--- config.mk ---
export PLATFORM = sky130hd
export DESIGN_NAME = traffic_phase_monitor_flat
export DESIGN_NICKNAME = d
export VERILOG_FILES = /design/src/rtl/traffic_pkg.sv /design/src/rtl/traffic_phase_monitor_if.sv /design/src/rtl/traffic_run_counter.sv /design/src/rtl/traffic_phase_monitor.sv /design/src/flat_wrapper.sv
export SDC_FILE = /design/constraint.sdc
export NUM_CORES = 1
export LEC_CHECK = 0
export ABC_AREA = 1
export CAP_MARGIN = 20
export CORE_MARGIN = 2
export CORE_UTILIZATION = 40
export DETAILED_ROUTE_END_ITERATION = 7
export GPL_ROUTABILITY_DRIVEN = 0
export PLACE_DENSITY = 0.75
export SLEW_MARGIN = 30
export SYNTH_ARGS = -nofsm -noshare
export SYNTH_HDL_FRONTEND = slang
export SYNTH_SLANG_ARGS = --single-unit
--- constraint.sdc ---
create_clock -name clk -period 1.6 [get_ports clk]
set_input_delay 0.32 -clock clk [delete_from_list [all_inputs] [get_ports clk]]
set_output_delay 0.32 -clock clk [all_outputs]
set_load 0.05 [all_outputs]
--- src/rtl/traffic_pkg.sv ---
// rtl/traffic_pkg.sv - shared LED code constants, phase enum and decode helpers
//
// Purpose: common definitions for the traffic-light phase monitor.
//   LED_* : active-low LED codes as seen on the bus
//   phase_e : tracked phase; PH_NONE doubles as the unlocked (SYNC) state
//   phase_succ : next phase in the red -> green -> blue -> red order
//   led_to_phase : decode a legal colour code, PH_NONE for off/illegal
//   led_is_illegal : true for codes that are neither a colour nor off
package traffic_pkg;

  localparam logic [2:0] LED_RED   = 3'b101;
  localparam logic [2:0] LED_GREEN = 3'b110;
  localparam logic [2:0] LED_BLUE  = 3'b011;
  localparam logic [2:0] LED_OFF   = 3'b111;

  typedef enum logic [1:0] {
    PH_NONE  = 2'd0,
    PH_RED   = 2'd1,
    PH_GREEN = 2'd2,
    PH_BLUE  = 2'd3
  } phase_e;

  function automatic phase_e phase_succ(phase_e p);
    case (p)
      PH_RED:   return PH_GREEN;
      PH_GREEN: return PH_BLUE;
      PH_BLUE:  return PH_RED;
      default:  return PH_NONE;
    endcase
  endfunction

  function automatic phase_e led_to_phase(logic [2:0] code);
    case (code)
      LED_RED:   return PH_RED;
      LED_GREEN: return PH_GREEN;
      LED_BLUE:  return PH_BLUE;
      default:   return PH_NONE;
    endcase
  endfunction

  function automatic logic led_is_illegal(logic [2:0] code);
    return !(code inside {LED_RED, LED_GREEN, LED_BLUE, LED_OFF});
  endfunction

endpackage

--- src/rtl/traffic_phase_monitor_if.sv ---
// rtl/traffic_phase_monitor_if.sv - LED bus observation and monitor result signals
//
// Purpose: bundles the observed LED code and all monitor results.
//   led_in[2:0]      observed active-low LED code
//   phase[1:0]       tracked phase (0 none, 1 red, 2 green, 3 blue)
//   phase_valid      monitor locked to the sequence
//   err_code         pulse: illegal code
//   err_order        pulse: legal code out of order
//   err_len          pulse: phase length wrong
//   cycle_done       pulse: full correct cycle
//   cycle_count[7:0] saturating count of correct cycles
//   err_status[2:0]  sticky {len, order, code}, only with MON_STICKY_ERR_EN
// Modports: master drives led_in (bus side), slave is the monitor.
interface traffic_phase_monitor_if;
  logic [2:0] led_in;
  logic [1:0] phase;
  logic       phase_valid;
  logic       err_code;
  logic       err_order;
  logic       err_len;
  logic       cycle_done;
  logic [7:0] cycle_count;
`ifdef MON_STICKY_ERR_EN
  logic [2:0] err_status;
`endif

  modport slave (
    input  led_in,
    output phase, phase_valid, err_code, err_order, err_len, cycle_done, cycle_count
`ifdef MON_STICKY_ERR_EN
    , output err_status
`endif
  );

  modport master (
    output led_in,
    input  phase, phase_valid, err_code, err_order, err_len, cycle_done, cycle_count
`ifdef MON_STICKY_ERR_EN
    , input err_status
`endif
  );
endinterface

--- src/rtl/traffic_run_counter.sv ---
// rtl/traffic_run_counter.sv - saturating run-length counter with restart
//
// Purpose: counts how many cycles the sampled LED code has been held.
//   clk        system clock
//   rst        asynchronous active-low reset (count returns to 1)
//   restart_i  code changed this edge: count becomes 1
//   run_len_o  current run length, saturates at 2^CNT_W-1
module traffic_run_counter #(
  parameter int CNT_W = 5
) (
  input  logic             clk,
  input  logic             rst,
  input  logic             restart_i,
  output logic [CNT_W-1:0] run_len_o
);

  logic [CNT_W-1:0] run_len_q, run_len_d;

  always_comb begin
    run_len_d = run_len_q;
    if (restart_i) begin
      run_len_d = CNT_W'(1);
    end else if (run_len_q != {CNT_W{1'b1}}) begin
      run_len_d = run_len_q + CNT_W'(1);
    end
  end

  always_ff @(posedge clk or negedge rst) begin
    if (!rst) begin
      run_len_q <= CNT_W'(1);
    end else begin
      run_len_q <= run_len_d;
    end
  end

  assign run_len_o = run_len_q;

endmodule

--- src/rtl/traffic_phase_monitor.sv ---
// rtl/traffic_phase_monitor.sv - passive checker of traffic-light phase order and length
//
// Purpose: samples the active-low LED code, locks onto red -> green -> blue,
// checks each phase length, pulses errors and counts correct cycles.
// Optional feature macro: MON_STICKY_ERR_EN adds sticky err_status.
// Ports:
//   clk  system clock
//   rst  asynchronous active-low reset
//   mon  traffic_phase_monitor_if.slave (led_in in; phase, phase_valid,
//        err_code, err_order, err_len, cycle_done, cycle_count out)
module traffic_phase_monitor
  import traffic_pkg::*;
#(
  parameter int RED_CYCLES   = 10,
  parameter int GREEN_CYCLES = 5,
  parameter int BLUE_CYCLES  = 3,
  parameter int CNT_W        = 5
) (
  input logic                    clk,
  input logic                    rst,
  traffic_phase_monitor_if.slave mon
);

  function automatic logic [CNT_W-1:0] expected_len(phase_e p);
    case (p)
      PH_RED:   return CNT_W'(RED_CYCLES);
      PH_GREEN: return CNT_W'(GREEN_CYCLES);
      PH_BLUE:  return CNT_W'(BLUE_CYCLES);
      default:  return '0;
    endcase
  endfunction

  logic [2:0]       led_q;
  logic [CNT_W-1:0] run_len;
  logic             change;
  phase_e           code_ph;

  // PH_NONE is the SYNC (unlocked) state.
  phase_e     state_q, state_d;
  logic       overrun_q, overrun_d;
  logic       cycle_ok_q, cycle_ok_d;
  logic [7:0] count_q, count_d;
  logic       phase_valid_q;
  logic       err_code_q, err_code_d;
  logic       err_order_q, err_order_d;
  logic       err_len_q, err_len_d;
  logic       cycle_done_q, cycle_done_d;

  assign change  = (mon.led_in != led_q);
  assign code_ph = led_to_phase(mon.led_in);

  traffic_run_counter #(.CNT_W(CNT_W)) u_run_counter (
    .clk       (clk),
    .rst       (rst),
    .restart_i (change),
    .run_len_o (run_len)
  );

  always_comb begin
    state_d      = state_q;
    overrun_d    = overrun_q;
    cycle_ok_d   = cycle_ok_q;
    count_d      = count_q;
    err_code_d   = 1'b0;
    err_order_d  = 1'b0;
    err_len_d    = 1'b0;
    cycle_done_d = 1'b0;

    if (change) begin
      overrun_d = 1'b0;
      if (state_q == PH_NONE) begin
        if (code_ph == PH_RED) begin
          state_d    = PH_RED;
          cycle_ok_d = 1'b1;
        end else if (led_is_illegal(mon.led_in)) begin
          err_code_d = 1'b1;
        end
      end else if (code_ph == PH_NONE) begin
        // Illegal code or all-off while locked.
        err_code_d = 1'b1;
        state_d    = PH_NONE;
      end else if (code_ph == phase_succ(state_q)) begin
        state_d = code_ph;
        // A phase already flagged as overrun is not reported a second time.
        if (run_len != expected_len(state_q) && !overrun_q) begin
          err_len_d  = 1'b1;
          cycle_ok_d = 1'b0;
        end
        if (code_ph == PH_RED) begin
          // The blue length check above takes part in judging this cycle.
          cycle_done_d = cycle_ok_d;
          cycle_ok_d   = 1'b1;
          if (cycle_done_d && count_q != 8'hFF) begin
            count_d = count_q + 8'd1;
          end
        end
      end else begin
        err_order_d = 1'b1;
        if (code_ph == PH_RED) begin
          state_d    = PH_RED;
          cycle_ok_d = 1'b1;
        end else begin
          state_d = PH_NONE;
        end
      end
    end else if (state_q != PH_NONE && !overrun_q &&
                 run_len == expected_len(state_q)) begin
      // This edge takes run length to expected+1: phase is stuck.
      err_len_d  = 1'b1;
      overrun_d  = 1'b1;
      cycle_ok_d = 1'b0;
    end
  end

  always_ff @(posedge clk or negedge rst) begin
    if (!rst) begin
      led_q         <= LED_OFF;
      state_q       <= PH_NONE;
      overrun_q     <= 1'b0;
      cycle_ok_q    <= 1'b1;
      count_q       <= 8'd0;
      phase_valid_q <= 1'b0;
      err_code_q    <= 1'b0;
      err_order_q   <= 1'b0;
      err_len_q     <= 1'b0;
      cycle_done_q  <= 1'b0;
    end else begin
      led_q         <= mon.led_in;
      state_q       <= state_d;
      overrun_q     <= overrun_d;
      cycle_ok_q    <= cycle_ok_d;
      count_q       <= count_d;
      phase_valid_q <= (state_d != PH_NONE);
      err_code_q    <= err_code_d;
      err_order_q   <= err_order_d;
      err_len_q     <= err_len_d;
      cycle_done_q  <= cycle_done_d;
    end
  end

  assign mon.phase       = state_q;
  assign mon.phase_valid = phase_valid_q;
  assign mon.err_code    = err_code_q;
  assign mon.err_order   = err_order_q;
  assign mon.err_len     = err_len_q;
  assign mon.cycle_done  = cycle_done_q;
  assign mon.cycle_count = count_q;

`ifdef MON_STICKY_ERR_EN
  logic [2:0] err_status_q;

  always_ff @(posedge clk or negedge rst) begin
    if (!rst) begin
      err_status_q <= 3'b000;
    end else begin
      err_status_q <= err_status_q | {err_len_d, err_order_d, err_code_d};
    end
  end

  assign mon.err_status = err_status_q;
`endif

endmodule
--- src/flat_wrapper.sv ---
// flat-port wrapper written by rule: the top's interface ports become plain ports
module traffic_phase_monitor_flat import traffic_pkg::*;
#(
  parameter int RED_CYCLES   = 10,
  parameter int GREEN_CYCLES = 5,
  parameter int BLUE_CYCLES  = 3,
  parameter int CNT_W        = 5
)
  (clk, rst, mon_led_in, mon_phase, mon_phase_valid, mon_err_code, mon_err_order, mon_err_len, mon_cycle_done, mon_cycle_count);
  traffic_phase_monitor_if mon_i ();
  input logic clk;
  input logic rst;
  input wire logic [$bits(mon_i.led_in)-1:0] mon_led_in;
  output wire logic [$bits(mon_i.phase)-1:0] mon_phase;
  output wire logic [$bits(mon_i.phase_valid)-1:0] mon_phase_valid;
  output wire logic [$bits(mon_i.err_code)-1:0] mon_err_code;
  output wire logic [$bits(mon_i.err_order)-1:0] mon_err_order;
  output wire logic [$bits(mon_i.err_len)-1:0] mon_err_len;
  output wire logic [$bits(mon_i.cycle_done)-1:0] mon_cycle_done;
  output wire logic [$bits(mon_i.cycle_count)-1:0] mon_cycle_count;
  assign mon_i.led_in = mon_led_in;
  assign mon_phase = mon_i.phase;
  assign mon_phase_valid = mon_i.phase_valid;
  assign mon_err_code = mon_i.err_code;
  assign mon_err_order = mon_i.err_order;
  assign mon_err_len = mon_i.err_len;
  assign mon_cycle_done = mon_i.cycle_done;
  assign mon_cycle_count = mon_i.cycle_count;
  traffic_phase_monitor #(.RED_CYCLES(RED_CYCLES), .GREEN_CYCLES(GREEN_CYCLES), .BLUE_CYCLES(BLUE_CYCLES), .CNT_W(CNT_W)) u_core (.clk(clk), .rst(rst), .mon(mon_i));
endmodule
Yosys cells after proc, flatten, opt, wreduce, memory -nomap -nowiden
Cells that the tools add are included.
{ "word_totals": {"wordCells": 97, "reg_bits": 25, "in_bits": 5} }
{ "op_classes": {"eq_ne": 15, "mux": 53, "reduce_logical": 14, "n_bitwise": 2, "addsub": 2} }
{ "op_table": {"columns": ["operator", "count"], "rows": [
  ["1-bit 2-to-1 mux", 35],
  ["5-bit 2-to-1 mux", 7],
  ["2-bit 2-to-1 mux", 8],
  ["2-bit one-hot mux with 3 select lines", 2],
  ["4-bit one-hot mux with 3 select lines", 1],
  ["3-bit equality test (second input constant)", 3],
  ["8-bit by 1-bit adder with 8-bit output (second input constant)", 1],
  ["8-bit inequality test (second input constant)", 1],
  ["2-bit nonzero test", 4],
  ["6-bit AND reduction", 1],
  ["5-bit by 1-bit adder with 5-bit output (second input constant)", 1],
  ["5-bit equality test", 1],
  ["5-bit inequality test", 1],
  ["5-bit inequality test (second input constant)", 1],
  ["2-bit by 1-bit equality test with 1-bit output (second input constant)", 2],
  ["2-bit equality test (second input constant)", 2],
  ["1-bit logical AND", 4],
  ["2-bit zero test", 2],
  ["4-bit nonzero test", 1],
  ["3-bit by 2-bit equality test with 1-bit output (second input constant)", 1],
  ["3-bit inequality test", 1],
  ["3-bit inequality test (second input constant)", 1],
  ["2-bit equality test", 1],
  ["1-bit inverter", 2],
  ["2 further kinds", 2]
]} }

Longest topological paths before layout
{ "logic_depth": {"depth_word": 23, "mapped_depth": 13} }

Hierarchy
A second synthesis with hierarchy kept.
{ "unflattened": {"hier_cells": 189, "area_unflattened_um2": 1530.2} }
{ "modules_own_cells": {"columns": ["module", "cells_per_inst", "seq_area_each_um2", "area_per_inst_um2", "n_inst"], "rows": [
  ["traffic_phase_monitor", 159, 505.5, 1278.7, 1],
  ["traffic_run_counter", 30, 126.4, 251.5, 1]
]} }

Worst setup path before layout
OpenSTA, ideal clock, no wires.
{ "synth_path": {"path_type": "reg2reg", "start": "register u_core.state_q[0], in the netlist u_core.mon.phase[0]", "end": "register u_core.count_q[6], in the netlist u_core.mon.cycle_count[6]", "path_buffers": 0, "synth_period_minus_slack_ps": 2071, "arrival_ps": 1951, "setup_slack_ps": -471, "required_time_ps": 1480, "stages_incl_launch_ff": 13, "cell_sequence": "dfrtp_1 > inv_1 > ha_1 > nor2_2 > nand2_1 > nand2_1 > nand3_1 > nor2_1 > nor2_1 > nor2_1 > nand3_2 > nand2_1 > nand2_1"} }
{ "synth_between": {"elab_chain_cells": 15, "word_cells_on_any_way": 24, "classes_between": "eq/ne: 5; mux: 14; bitwise: 1; reduce/logical: 4"} }
{ "synth_rtl": {"columns": ["item", "line_no", "text"], "rows": [
  ["start: declaration", "traffic_phase_monitor.sv:39", "phase_e state_q, state_d;"],
  ["start signal: assignment", "traffic_phase_monitor.sv:129", "state_q <= state_d;"],
  ["2-bit equality test / 2-bit by 1-bit equality test with 1-bit output (equally long branches)", "traffic_pkg.sv:24, traffic_phase_monitor.sv:25", null],
  ["4-bit one-hot mux with 3 select lines", "traffic_phase_monitor.sv:25", "case (p)"],
  ["5-bit 2-to-1 mux", "traffic_phase_monitor.sv:82", "end else if (code_ph == phase_succ(state_q)) begin"],
  ["5-bit 2-to-1 mux", "traffic_phase_monitor.sv:78", "end else if (code_ph == PH_NONE) begin"],
  ["5-bit 2-to-1 mux", "traffic_phase_monitor.sv:71", "if (state_q == PH_NONE) begin"],
  ["5-bit 2-to-1 mux", "traffic_phase_monitor.sv:69", "if (change) begin"],
  ["5-bit inequality test", "traffic_phase_monitor.sv:85", "if (run_len != expected_len(state_q) && !overrun_q) begin"],
  ["1-bit logical AND", "traffic_phase_monitor.sv:85", null],
  ["1-bit 2-to-1 mux", "traffic_phase_monitor.sv:85", null],
  ["1-bit 2-to-1 mux", "traffic_phase_monitor.sv:82", null],
  ["1-bit 2-to-1 mux", "traffic_phase_monitor.sv:78", null],
  ["1-bit 2-to-1 mux", "traffic_phase_monitor.sv:71", null],
  ["1-bit 2-to-1 mux", "traffic_phase_monitor.sv:69", null],
  ["1-bit logical AND", "traffic_phase_monitor.sv:93", "if (cycle_done_d && count_q != 8'hFF) begin"],
  ["6-bit AND reduction (no source line) *", null, null],
  ["end signal: assignment", "traffic_phase_monitor.sv:132", "count_q <= count_d;"],
  ["end: declaration", "traffic_phase_monitor.sv:42", "logic [7:0] count_q, count_d;"]
]} }
Mark *: on every way between the ends. The rest lies on a longest branch, timed or not. The select of a mux whose other input is x is not followed.
A chain may end at the register's enable or synchronous reset.

Final worst setup path
{ "layout_path": {"start": "register u_core.state_q[1], in the netlist u_core.mon.phase[1]", "end": "register u_core.count_q[4], in the netlist u_core.mon.cycle_count[4]"} }
The elaborated chain is that of the path after synthesis.

==> summary.md <==
In the synthesized netlist the dominant register cell turns out to be sky130_fd_sc_hd__dfrtp_1. In this run the static leakage power is 1.17 nW. Number of detailed-route iterations in the first pass: 4. The tools report the beginning of the critical path as u_core.mon.phase[1]. Counting flops with a built-in enable in the synthesized netlist gives 0. The run gives 1 as the maximum level of the CTS H-tree.

The share of async-settable or async-resettable flops after synthesis was 1.00. The die is 66.7 µm tall. The worst setup path is captured at a flop. Input and output buffers added on the ports amount to 19. Total power for the finished layout comes to 2.99 mW.

After floorplanning, the core was sized to cover 3720 µm². The die area was 4440 µm². After synthesis, the netlist uses 27 different library cells. TritonCTS built the clock tree. The post-placement cell count was 291; the total routing resource utilization after global routing was 0.165.

The total stage count of the critical path works out to 11. The critical path contains buffers and inverters numbering 0 combined. Post-route worst setup slack: -0.253 ns. The tools report the number of nets with antenna violations after routing as 0.

Once layout is done, the placed cells without fillers occupy 2350 µm². The logic depth of the worst register-to-register path came out at 11. The maximum fanout along the worst path works out to 8. The number of nets in the synthesized netlist is 213. On the final layout, the worst clock skew is 0.00150 ns. The synthesized netlist cell count was 199. The run gives 0.423 as the starting density of the core. Worst min-delay path category: in2reg. The run gives 1.77 ns as the data required time of the worst path. The commonest cells after synthesis are sky130_fd_sc_hd__nand2_1 (53), sky130_fd_sc_hd__inv_1 (27), sky130_fd_sc_hd__nand3_1 (24). After global routing the overflow that remains totals 0. The post-route core utilization was 0.633; the cell row count was 22. The via-per-instance ratio was 4.97. The logs give 26 for the pin count of the biggest net entering global routing and 3 for the clock buffer count from CTS.

The logs give 1273 for the number of global-route vias before repair and 0.27 ns for the clock latency on the worst-skew pair. Setup repair after global routing could not meet its margin everywhere. The final max-slew violation count was 0. The final-layout worst hold slack was 0.399 ns. The tools report the endpoint of the most critical register-to-register path as u_core.mon.cycle_count[4].

The ratio of total power to cell area came out at 1270 nW/µm². Prior to clock tree synthesis, the placed netlist has a worst setup slack of -0.481 ns. DRC violation total after the first TritonRoute iteration: 105. Critical-path cell with the highest stage delay: sky130_fd_sc_hd__dfrtp_2. Averaged over all synthesized cells, the footprint is 7.89 µm². Proportion of synthesized chip area in sequential cells: 0.402.

The startpoint of the worst register-to-register path was u_core.mon.phase[1]. The flow ran to the end, but the final reports show violations. The worst-case IR drop observed on VDD is 659 µV. Total routed wirelength: 3.66 mm. The worst relative slew slack was 0.785; the overall die width was 66.7 µm. After detailed routing, the number of remaining DRC violations is 0. The mean routed wirelength per cell came out at 12.3 µm.

Max-cap violations in this run came to 0. The area growth from synthesis to layout is 49.9%. Number of primary I/O pins: 20.

The run gives 0 as the initial antenna violation count. The number of standard cells in the final layout excluding fillers is 298. By startpoint and endpoint, the worst setup path is classified as reg2reg. The number of hold violations in the final report was 0. In this design, the stage delay of the slowest critical-path cell is 0.48 ns. The run gives 265 as the number of nets in the finished design.

Cell class contributing the biggest share of worst-path delay: simple AND/OR/NAND/NOR gates. For this block, the via count after detailed routing is 1481. Proportion of layout cells with a drive suffix above 1: 0.440. Summing all placed instances gives a cell area of 2120 µm². The tools report the post-synthesis instance area as 1570 µm². Post-synthesis cell type with the largest combined area: sky130_fd_sc_hd__dfrtp_1.

The transition time at the pin with the least slew margin is 0.322 ns. The area share of the largest cell type after synthesis is 0.319, and the CTS sink count is 25. After clock tree synthesis, the clock-pin slew on the worst setup and hold paths is 0.09 ns. The worst-case clock buffer depth was 2; the minimum clock period was 1.85 ns. The most common cell in the synthesized netlist is sky130_fd_sc_hd__nand2_1. The tools report the final-report setup violation count as 14. The layout has 308 filler cells.

The tools report the highest attainable clock frequency as 540 MHz. The logs give 2.47 mm for the estimated wirelength of the detail-placed design and -0.25 ns for the setup slack on the worst flop-to-flop path. The flop and latch count out of synthesis works out to 25. Adding up every negative setup slack in the final design gives -2.32 ns. By area the synthesized netlist is led by sky130_fd_sc_hd__dfrtp_1 (32%), sky130_fd_sc_hd__nand2_1 (13%), sky130_fd_sc_hd__dfstp_2 (8.4%). Traced cell by cell, the critical path runs through ha_2, nor2_4, nand2_1, nand2_1, nand3_2, nor2_2, nor2_1, nor2_1, nand3_2, nand2_1, nand2_1. For the endpoint arrival time on the critical path, the log shows 2.02 ns. In this run the worst setup path terminates at u_core.mon.cycle_count[4].

The repair_antennas step left the layout with diodes totalling 0. Most frequent cell on the critical path: sky130_fd_sc_hd__nand2_1. The startpoint type of the worst setup path is a flop. The first global-routing pass estimated 5.59 mm of wire. For the count of yosys warnings during synthesis, the log shows 0.

Root buffer selected by CTS: sky130_fd_sc_hd__clkbuf_8. The final cycle utilization of the critical path works out to 1.16. The checks that failed: negative setup slack.
-- flip-flops by register name, indices dropped and copies added (netlist names) --
signal	flops
u_core.mon.cycle_count	8
u_core.u_run_counter.run_len_o	5
u_core.led_q	3
u_core.mon.phase	2
u_core.cycle_ok_q	1
u_core.mon.cycle_done	1
u_core.mon.err_code	1
u_core.mon.err_len	1
u_core.mon.err_order	1
u_core.mon.phase_valid	1
u_core.overrun_q	1
-- per-layer routing --
metal	track usage	routed length [µm]	up-vias	part of all wire
li1	-	-	730	-
met1	0.207	1490	695	0.41
met2	0.271	1920	44	0.52
met3	0.0389	158	12	0.043
met4	0.0689	98	0	0.027
met5	0	0	-	0
-- kinds of logic after synthesis --
| family | count (synthesis) | synth area share |
|---|---|---|
| simple gates | 110 | 0.348 |
| buf+inv | 31 | 0.0749 |
| flops | 25 | 0.402 |
| compound gates | 15 | 0.0526 |
| xor+xnor | 9 | 0.0502 |
| fa+ha+maj | 9 | 0.0717 |
-- power by group --
group / total, mW / internal [mW] / switching [mW]
registers: 0.821 / 0.734 / 0.0868
clock network: 0.375 / 0.174 / 0.201
logic: 1.79 / 0.792 / 1.00
-- final cells by class --
class                      instances  area, µm²  share of cell area
multi-input combinational        143        986               0.419
clock buffer                       3       41.3              0.0175
timing repair buffer              48        507               0.215
sequential                        25        634               0.270
inverter                          30        120              0.0510
clock inverter                     1       5.00             0.00213
tap                               48       60.1              0.0255
-- layout by cell type (no fill, tap or decap) --
master / count
sky130_fd_sc_hd__nand2_1: 43
sky130_fd_sc_hd__buf_4: 30
sky130_fd_sc_hd__inv_1: 21
sky130_fd_sc_hd__nand3_1: 20
sky130_fd_sc_hd__dfrtp_1: 18
sky130_fd_sc_hd__nand2_2: 17
sky130_fd_sc_hd__buf_12: 10
sky130_fd_sc_hd__nand3_2: 8
sky130_fd_sc_hd__nor2_1: 7
sky130_fd_sc_hd__xor2_1: 7
sky130_fd_sc_hd__inv_2: 6
sky130_fd_sc_hd__ha_4: 6
sky130_fd_sc_hd__dfstp_2: 5
sky130_fd_sc_hd__o21ai_0: 4
sky130_fd_sc_hd__nor2_2: 4
sky130_fd_sc_hd__o21ai_1: 4
sky130_fd_sc_hd__buf_6: 4
sky130_fd_sc_hd__inv_4: 3
sky130_fd_sc_hd__nor2_4: 3
sky130_fd_sc_hd__clkbuf_8: 3
sky130_fd_sc_hd__dlygate4sd2_1: 3
sky130_fd_sc_hd__nand3_4: 2
sky130_fd_sc_hd__xnor2_1: 2
sky130_fd_sc_hd__a21oi_1: 2
sky130_fd_sc_hd__nor3_1: 2
sky130_fd_sc_hd__a21oi_2: 2
sky130_fd_sc_hd__ha_1: 2
sky130_fd_sc_hd__dfrtp_2: 2
sky130_fd_sc_hd__nand3b_1: 1
sky130_fd_sc_hd__o211ai_1: 1
sky130_fd_sc_hd__a21boi_1: 1
sky130_fd_sc_hd__nand4_1: 1
sky130_fd_sc_hd__o31ai_2: 1
sky130_fd_sc_hd__nor2_8: 1
sky130_fd_sc_hd__nor3_2: 1
sky130_fd_sc_hd__ha_2: 1
sky130_fd_sc_hd__clkinv_2: 1
sky130_fd_sc_hd__clkdlybuf4s50_1: 1
-- worst min-delay path by stage --
stage                 startpoint                         to  cells past startpoint
5_1_grt            mon_led_in[0]            u_core.led_q[0]                      1
6_report           mon_led_in[0]            u_core.led_q[0]                      1
4_1_cts            mon_led_in[0]            u_core.led_q[0]                      1
3_3_place_gp   u_core.cycle_ok_q          u_core.cycle_ok_q                      2
3_5_place_dp   u_core.cycle_ok_q          u_core.cycle_ok_q                      2
2_1_floorplan                rst  u_core.mon.cycle_count[0]                      0
-- repair_timing --
item	in CTS	in global routing
pin swaps	1	22
hold buffers	0	0
endpoints found under the setup margin	15	20
setup buffers	0	3
gates resized for setup	6	44
(Power assumes the default switching activity.)
